**config.mk**
```make
export PLATFORM = sky130hd
export DESIGN_NAME = pulse_width_decoder
export DESIGN_NICKNAME = d
export VERILOG_FILES = /design/src/rtl/pulse_width_decoder.sv
export SDC_FILE = /design/constraint.sdc
export NUM_CORES = 1
export LEC_CHECK = 0
export ABC_AREA = 1
export CAP_MARGIN = 20
export CORE_ASPECT_RATIO = 1.75
export CORE_MARGIN = 3
export CORE_UTILIZATION = 40
export CTS_CLUSTER_DIAMETER = 50
export CTS_CLUSTER_SIZE = 28
export DETAILED_ROUTE_END_ITERATION = 12
export PLACE_DENSITY_LB_ADDON = 0.05
export SLEW_MARGIN = 10
export SYNTH_ARGS = -nofsm -noshare
export SYNTH_HDL_FRONTEND = slang
export SYNTH_SLANG_ARGS = --single-unit
```
**constraint.sdc**
```tcl
create_clock -name clk -period 2.66 [get_ports clk]
set_clock_uncertainty 0.2 [all_clocks]
set_input_delay 0.798 -clock clk [delete_from_list [all_inputs] [get_ports clk]]
set_output_delay 0.798 -clock clk [all_outputs]
set_load 0.1 [all_outputs]
```
**src/rtl/pulse_width_decoder.sv**
```systemverilog
// Measures the high time of a stretched pulse on din and collapses a legal-width pulse to a one-cycle strobe.
// Latency: strobes 3 cycles after din is first sampled low (SYNC_EN=1), 1 cycle (SYNC_EN=0); no backpressure.
module pulse_width_decoder #(
    parameter int EXP_LEN = 10,
    parameter int TOL     = 1,
    parameter int CNT_W   = 8,
    parameter int SYNC_EN = 1
) (
    input  logic             clk,
    input  logic             rst_n,
    input  logic             din,
    input  logic             clr,
    output logic             pulse_out,
    output logic [CNT_W-1:0] width,
    output logic             width_vld,
    output logic             err_short,
    output logic             err_long,
    output logic             err_sticky,
    output logic             busy
);

    typedef enum logic [1:0] {IDLE, MEAS, OVR} state_t;

    localparam logic [CNT_W-1:0] LO_LIM   = CNT_W'(EXP_LEN - TOL);
    localparam logic [CNT_W-1:0] HI_LIM   = CNT_W'(EXP_LEN + TOL);
    localparam logic [CNT_W:0]   LONG_CNT = (CNT_W+1)'(EXP_LEN + TOL + 1);

    state_t           state;
    logic [CNT_W-1:0] cnt;
    logic             din_s;
    logic             prev;
    logic             rise;
    logic             fall;
    logic [CNT_W:0]   cnt_inc;
    logic [CNT_W-1:0] cnt_sat;

    // Flops reset high so a din already asserted at reset release is not seen as a pulse.
    generate
        if (SYNC_EN != 0) begin : g_sync
            logic [1:0] sync_q;
            always_ff @(posedge clk or negedge rst_n) begin
                if (!rst_n) sync_q <= 2'b11;
                else        sync_q <= {sync_q[0], din};
            end
            assign din_s = sync_q[1];
        end else begin : g_nosync
            assign din_s = din;
        end
    endgenerate

    always_ff @(posedge clk or negedge rst_n) begin
        if (!rst_n) prev <= 1'b1;
        else        prev <= din_s;
    end

    assign rise    = din_s & ~prev;
    assign fall    = ~din_s & prev;
    assign cnt_inc = {1'b0, cnt} + 1'b1;
    assign cnt_sat = (&cnt) ? cnt : cnt_inc[CNT_W-1:0];
    assign busy    = (state != IDLE);

    always_ff @(posedge clk or negedge rst_n) begin
        if (!rst_n) begin
            state      <= IDLE;
            cnt        <= '0;
            width      <= '0;
            pulse_out  <= 1'b0;
            width_vld  <= 1'b0;
            err_short  <= 1'b0;
            err_long   <= 1'b0;
            err_sticky <= 1'b0;
        end else begin
            pulse_out  <= 1'b0;
            width_vld  <= 1'b0;
            err_short  <= 1'b0;
            err_long   <= 1'b0;
            // A strobe coinciding with clr keeps the flag set.
            err_sticky <= err_short | err_long | (err_sticky & ~clr);
            case (state)
                IDLE: begin
                    if (rise) begin
                        cnt   <= CNT_W'(1);
                        state <= MEAS;
                    end
                end
                MEAS: begin
                    if (din_s) begin
                        cnt <= cnt_sat;
                        if (cnt_inc == LONG_CNT) begin
                            err_long <= 1'b1;
                            state    <= OVR;
                        end
                    end else if (fall) begin
                        width     <= cnt;
                        width_vld <= 1'b1;
                        if (cnt >= LO_LIM && cnt <= HI_LIM) pulse_out <= 1'b1;
                        else                                err_short <= 1'b1;
                        state <= IDLE;
                    end
                end
                OVR: begin
                    if (din_s) begin
                        cnt <= cnt_sat;
                    end else if (fall) begin
                        width     <= cnt;
                        width_vld <= 1'b1;
                        state     <= IDLE;
                    end
                end
                default: state <= IDLE;
            endcase
        end
    end

endmodule

```
==> run metrics, run 1 <==
outcome=finished clean; CP startpoint=state[0]; Max FO, Critical Path=5; Hold Path Sink=g_sync.sync_q[1]; WL/cell=12.4 um; Worst R2R Path Depth=8; R2R setup slack=680 ps; Placement Setup Slack=653 ps; Max Slew Vio Count=0; Arr. time, crit path=1310 ps; # diodes=0; Setup Buffers After CTS=0; Final Setup Violations=0; Detailed Routing Iterations Pass 1=4; # Max-Cap Violations=0; Post-DP Area=1520 um^2; CP Capture Type=output pin; Num CTS Buffers=3; Final ANT Viol Nets=0; commonest non-fill, non-tap cells in the layout=35 x nand2_1, 23 x inv_1, 23 x dfrtp_1, 15 x nor2_1, 15 x buf_4; placed wire-length estimate=2200 um; Total Neg Setup Slack=0 ps; CP Launch Type=flip-flop; DR vias/cell=4.80; fmax=0.434 GHz; Die Ht=82.2 um; Cell Area, Synth=1330 um^2; Sink Count=26; LEAKAGE=0.769 nW; Slew HR=71.5%; RSZ-0062 raised after global routing=no; worst r2r dst=cnt[6]; # IOs=18; worst skew pair latency=270 ps; GRT Util Overall=14.9%; share of layout cells above drive strength 1=15.9%; WS Path Type=flip-flop to output pin; # nets final=189; CTS max path bufs=2; CTS clk-pin slew, worst paths=90 ps; Via Count=1051; Die W=49.6 um; Final Hold Fails=0; YS warnings=0; H-tree depth=1; Overflow after GRT=0; Pwr Density=1090 nW/um^2; via count of the first global-routing pass=1042; most common cell after layout, fill and taps aside=nand2_1; Req. time, crit path=1660 ps; Hold/Removal Path Class=flip-flop to flip-flop; final RePlAce weighted congestion=0.788; Avg Cell Area, Syn=8.52 um^2; hold_buf cts=0; Port Buffers=17; Starting Density=41.8%; CTS-repair resized insts=0; initial antenna violation count=0; synth unique cells=23; gate count of the mapped netlist=156; Syn Nets=168; Worst Hold Launch=g_sync.sync_q[0]; Period Utilization, post-route=86.7%; first-pass GRT wire length=4600 um; Worst Max-Slew Pin Slew=423 ps; largest net degree at the start of global routing=27; Finished Cell Area=1570 um^2; register area share after synthesis=49.2%; # rows=27; hold path depth=0; VDD IR max=0.000800 V; FF+latch count, synth=26; setup ws final=354 ps; CTS tree=built; Layout area overhead=18.2%; full die area=4080 um^2; DR DRC count=0; total core area=3180 um^2; RR Startpoint=cnt[0]; Root Driver=clkbuf_8; Final min period=2310 ps; First DRT Iteration DRCs=22; Post-Route WL=2720 um
-- cell type report --
type | instances | area (um^2)
clock buffer | 4 | 55.1
fill | 336 | 1610
inverter | 23 | 86.3
multi-input combinational | 104 | 558
sequential | 26 | 654
tap | 43 | 53.8
timing repair buffer | 19 | 163
-- synthesized netlist by cell type, drive strengths merged --
cell type  instances  share of area (%)
nor2              15                4.2
dfstp              3                5.9
nor4               1               0.47
dfrtp             23                 43
o21bai             1               0.57
inv               23                6.5
nand3             13                5.3
o211ai             1               0.57
ha                 8                7.5
nand4              3                1.4
xor2               1               0.66
nor3               3                1.5
nand2             37                 11
o21ai             13                4.9
o31ai              4                2.3
buf                3                2.3
a21oi              4                1.8
-- layer usage --
metal	GRT usage, %	share of wire [%]	vias to the layer above
met5	0	0	-
met4	6.65	1.7	0
met3	1.80	2.6	5
met2	29.4	57	18
met1	15.5	38	488
li1	-	-	540
-- metrics by stage --
stage               cells  util (%)  power (mW)  hold WS (ps)
CTS                   219      49.4        1.73           167
global placement      215      47.7        1.46           154
global route          219      49.4        1.84           171
finish                219      49.4        1.71           164
detailed placement    215      47.7        1.47           151
floorplan             156         -        1.26           145
-- cell families (layout without fill, tap and decap cells) --
| kind of cell | Yosys count | count (layout) | synth area share [%] |
|---|---|---|---|
| simple gates | 72 | 72 | 23.7 |
| flops | 26 | 26 | 49.2 |
| buf+inv | 26 | 46 | 8.76 |
| compound gates | 23 | 23 | 10.1 |
| fa+ha+maj | 8 | 8 | 7.53 |
| xor+xnor | 1 | 1 | 0.659 |
-- worst max-delay path, cell delays in order (launching register included) --
cell,delay (ps)
dfrtp_1,430
inv_1,80
ha_1,220
inv_1,120
buf_12,180
-- sequential cells by signal (all words and copies together), names as in the netlist, 2 cells and up --
signal	count
cnt	8
width	8
g_sync.sync_q	2
state	2
-- where the power goes --
part	leakage, nW	total [mW]	switching (mW)	internal (mW)
clock	0.0288	0.258	0.125	0.133
sequential	0.341	0.542	0.0711	0.471
combinational	0.399	0.914	0.672	0.242
total	0.769	1.71	0.868	0.845
-- how the worst max path moves through the flow --
| stage | endpoint | slack (ps) | cells after the start |
|---|---|---|---|
| floorplan | busy | 410 | 3 |
| global placement | busy | 680 | 4 |
| detailed placement | cnt[6] | 650 | 8 |
| CTS | busy | 340 | 4 |
| global route | busy | 270 | 4 |
| finish | busy | 350 | 4 |
No activity file was read; power rests on OpenSTA's default activity.
==> inputs of run 2 (changes only) <==
--- a/config.mk
+++ b/config.mk
@@ -9,7 +9,7 @@
 export CAP_MARGIN = 20
 export CORE_ASPECT_RATIO = 1.75
 export CORE_MARGIN = 3
-export CORE_UTILIZATION = 40
+export CORE_UTILIZATION = 45
 export CTS_CLUSTER_DIAMETER = 50
 export CTS_CLUSTER_SIZE = 28
 export DETAILED_ROUTE_END_ITERATION = 12
==> run metrics, run 2 (synthesis results as in run 1) <==
first-pass GRT wire length=4780 um (+4.0%); DR vias/cell=5.45 (+14%); Via Count=1106 (+5.2%); combinational fraction of design power=54.5% (+1.2 points); FF+latch area=654 um^2 (unchanged); First DRT Iteration DRCs=22 (unchanged); outcome=finished clean; sequential fraction of design power=31.9% (+0.3 points); WS Path Type=flip-flop to output pin; CTS tree=built; fmax=0.432 GHz (-0.41%); CTS clk-pin slew, worst paths=90 ps (about the same); Max FO, Critical Path=5 (unchanged); initial antenna violation count=0 (unchanged); Placement Setup Slack=658 ps (+4.82 ps); Sink Count=26 (unchanged); RSZ-0062 raised after global routing=no; Tot Pwr=1.70 mW (-0.77%); Setup Buffers After CTS=0 (unchanged); fill cell count=270 (-20%); via count of the first global-routing pass=1120 (+7.5%); Int Pwr=821 uW (-2.9%); clock share of power=13.6% (-1.4 points); placed wire-length estimate=2210 um (+0.40%); biggest regs=cnt (8), width (8); CTS-repair resized insts=0 (unchanged); # IOs=18 (unchanged); # nets final=189 (unchanged); share of layout cells above drive strength 1=15.3% (-0.57 points); Worst Max-Slew Pin Slew=409 ps (-13.4 ps); CP Capture Type=output pin; GRT Util Overall=17.8% (+2.8 points); Layout area overhead=15.9%; # diodes=0 (unchanged); H-tree depth=1 (unchanged); # Max-Cap Violations=0 (unchanged); Slew HR=72.5% (+0.90 points); Die W=47.1 um (-5.0%); Port Buffers=17 (unchanged); Arr. time, crit path=1320 ps (about the same); Final Hold Fails=0 (unchanged); CP Launch Type=flip-flop; worst skew pair latency=280 ps (about the same); Final min period=2320 ps (+9.57 ps); Switching Share=51.7% (+1.1 points); Root Driver=clkbuf_8; Max Slew Vio Count=0 (unchanged); final RePlAce weighted congestion=0.772 (-2.1%); total core area=2750 um^2 (-13%); largest net degree at the start of global routing=27 (unchanged); CTS max path bufs=2 (unchanged); Period Utilization, post-route=87.0% (+0.36 points); Worst R2R Path Depth=7 (-1); Detailed Routing Iterations Pass 1=6 (+2); most common cell after layout, fill and taps aside=nand2_1; LEAKAGE=0.763 nW (-0.78%); full die area=3670 um^2 (-10%); hold path depth=0 (unchanged); Post-Route WL=2830 um (+3.9%); Req. time, crit path=1660 ps (about the same); Hold/Removal Path Class=flip-flop to flip-flop; Overflow after GRT=0 (unchanged); Num CTS Buffers=3 (unchanged); Final ANT Viol Nets=0 (unchanged); sw power=880 uW (+1.3%); Final Setup Violations=0 (unchanged); Multi-input gate area=558 um^2 (unchanged); VDD IR max=0.000819 V (+2.4%); WL/cell=13.9 um (+12%); commonest non-fill, non-tap cells in the layout=35 x nand2_1, 23 x inv_1, 23 x dfrtp_1, 15 x nor2_1, 15 x buf_4; # rows=25 (-7.4%); Starting Density=48.3% (+6.4 points); DR DRC count=0 (unchanged); Die Ht=77.9 um (-5.3%); Total Neg Setup Slack=0 ps (unchanged); setup ws final=345 ps (-9.57 ps); Pwr Density=1100 nW/um^2 (+1.2%); hold_buf cts=0 (unchanged)
run 2: cell counts in the layout (fill, tap and decap cells not counted):
No cell type changed its count.
run 2: power groups by stage:
stage / registers, mW / logic (mW) / clock network, mW
after floorplan: 0.797 / 0.464 / 0
after global placement: 0.545 / 0.910 / 0
after detailed placement: 0.549 / 0.922 / 0
after CTS: 0.542 / 0.930 / 0.237
after global routing: 0.553 / 1.00 / 0.253
final: 0.542 / 0.927 / 0.232
run 2: path summary, 6_finish.rpt:
check / startpoint / to / slack, ps
worst max-delay path: state[1] / busy / 340
worst min-delay path: g_sync.sync_q[0] / g_sync.sync_q[1] / 170
worst max register to register: state[1] / width[4] / 650
worst min register to register: g_sync.sync_q[0] / g_sync.sync_q[1] / 170
max in group asynchronous: rst_n / prev / 1280
min in group asynchronous: rst_n / width[1] / 690
run 2: layout make-up:
type | count | area share [%]
clock buffer | 4 | 2.92
inverter | 23 | 5.61
sequential | 26 | 42.5
tap | 27 | 2.19
multi-input combinational | 104 | 36.2
timing repair buffer | 19 | 10.6
run 2: metal layers:
layer	share of wire (%)	GRT usage, %	vias to the layer above	wire length, um
met1	36	18.6	543	1030
met5	0	0	-	0
met4	1.7	5.82	0	49
met3	3.8	2.78	5	108
met2	58	33.0	23	1650
li1	-	-	535	-
run 2: metrics by stage:
step	util [%]	cells	hold slack, ps	area (um^2)
3_5_place_dp	54.3	199	153	1500
2_1_floorplan	-	156	145	1330
3_3_place_gp	54.3	199	149	1500
6_report	56.0	203	165	1540
4_1_cts	56.0	203	168	1540
5_1_grt	56.0	203	175	1540
run 2: worst max-delay path: stages, from the launching register on:
cell,delay [ps]
dfrtp_1,430
inv_1,90
ha_1,200
inv_1,130
buf_12,190
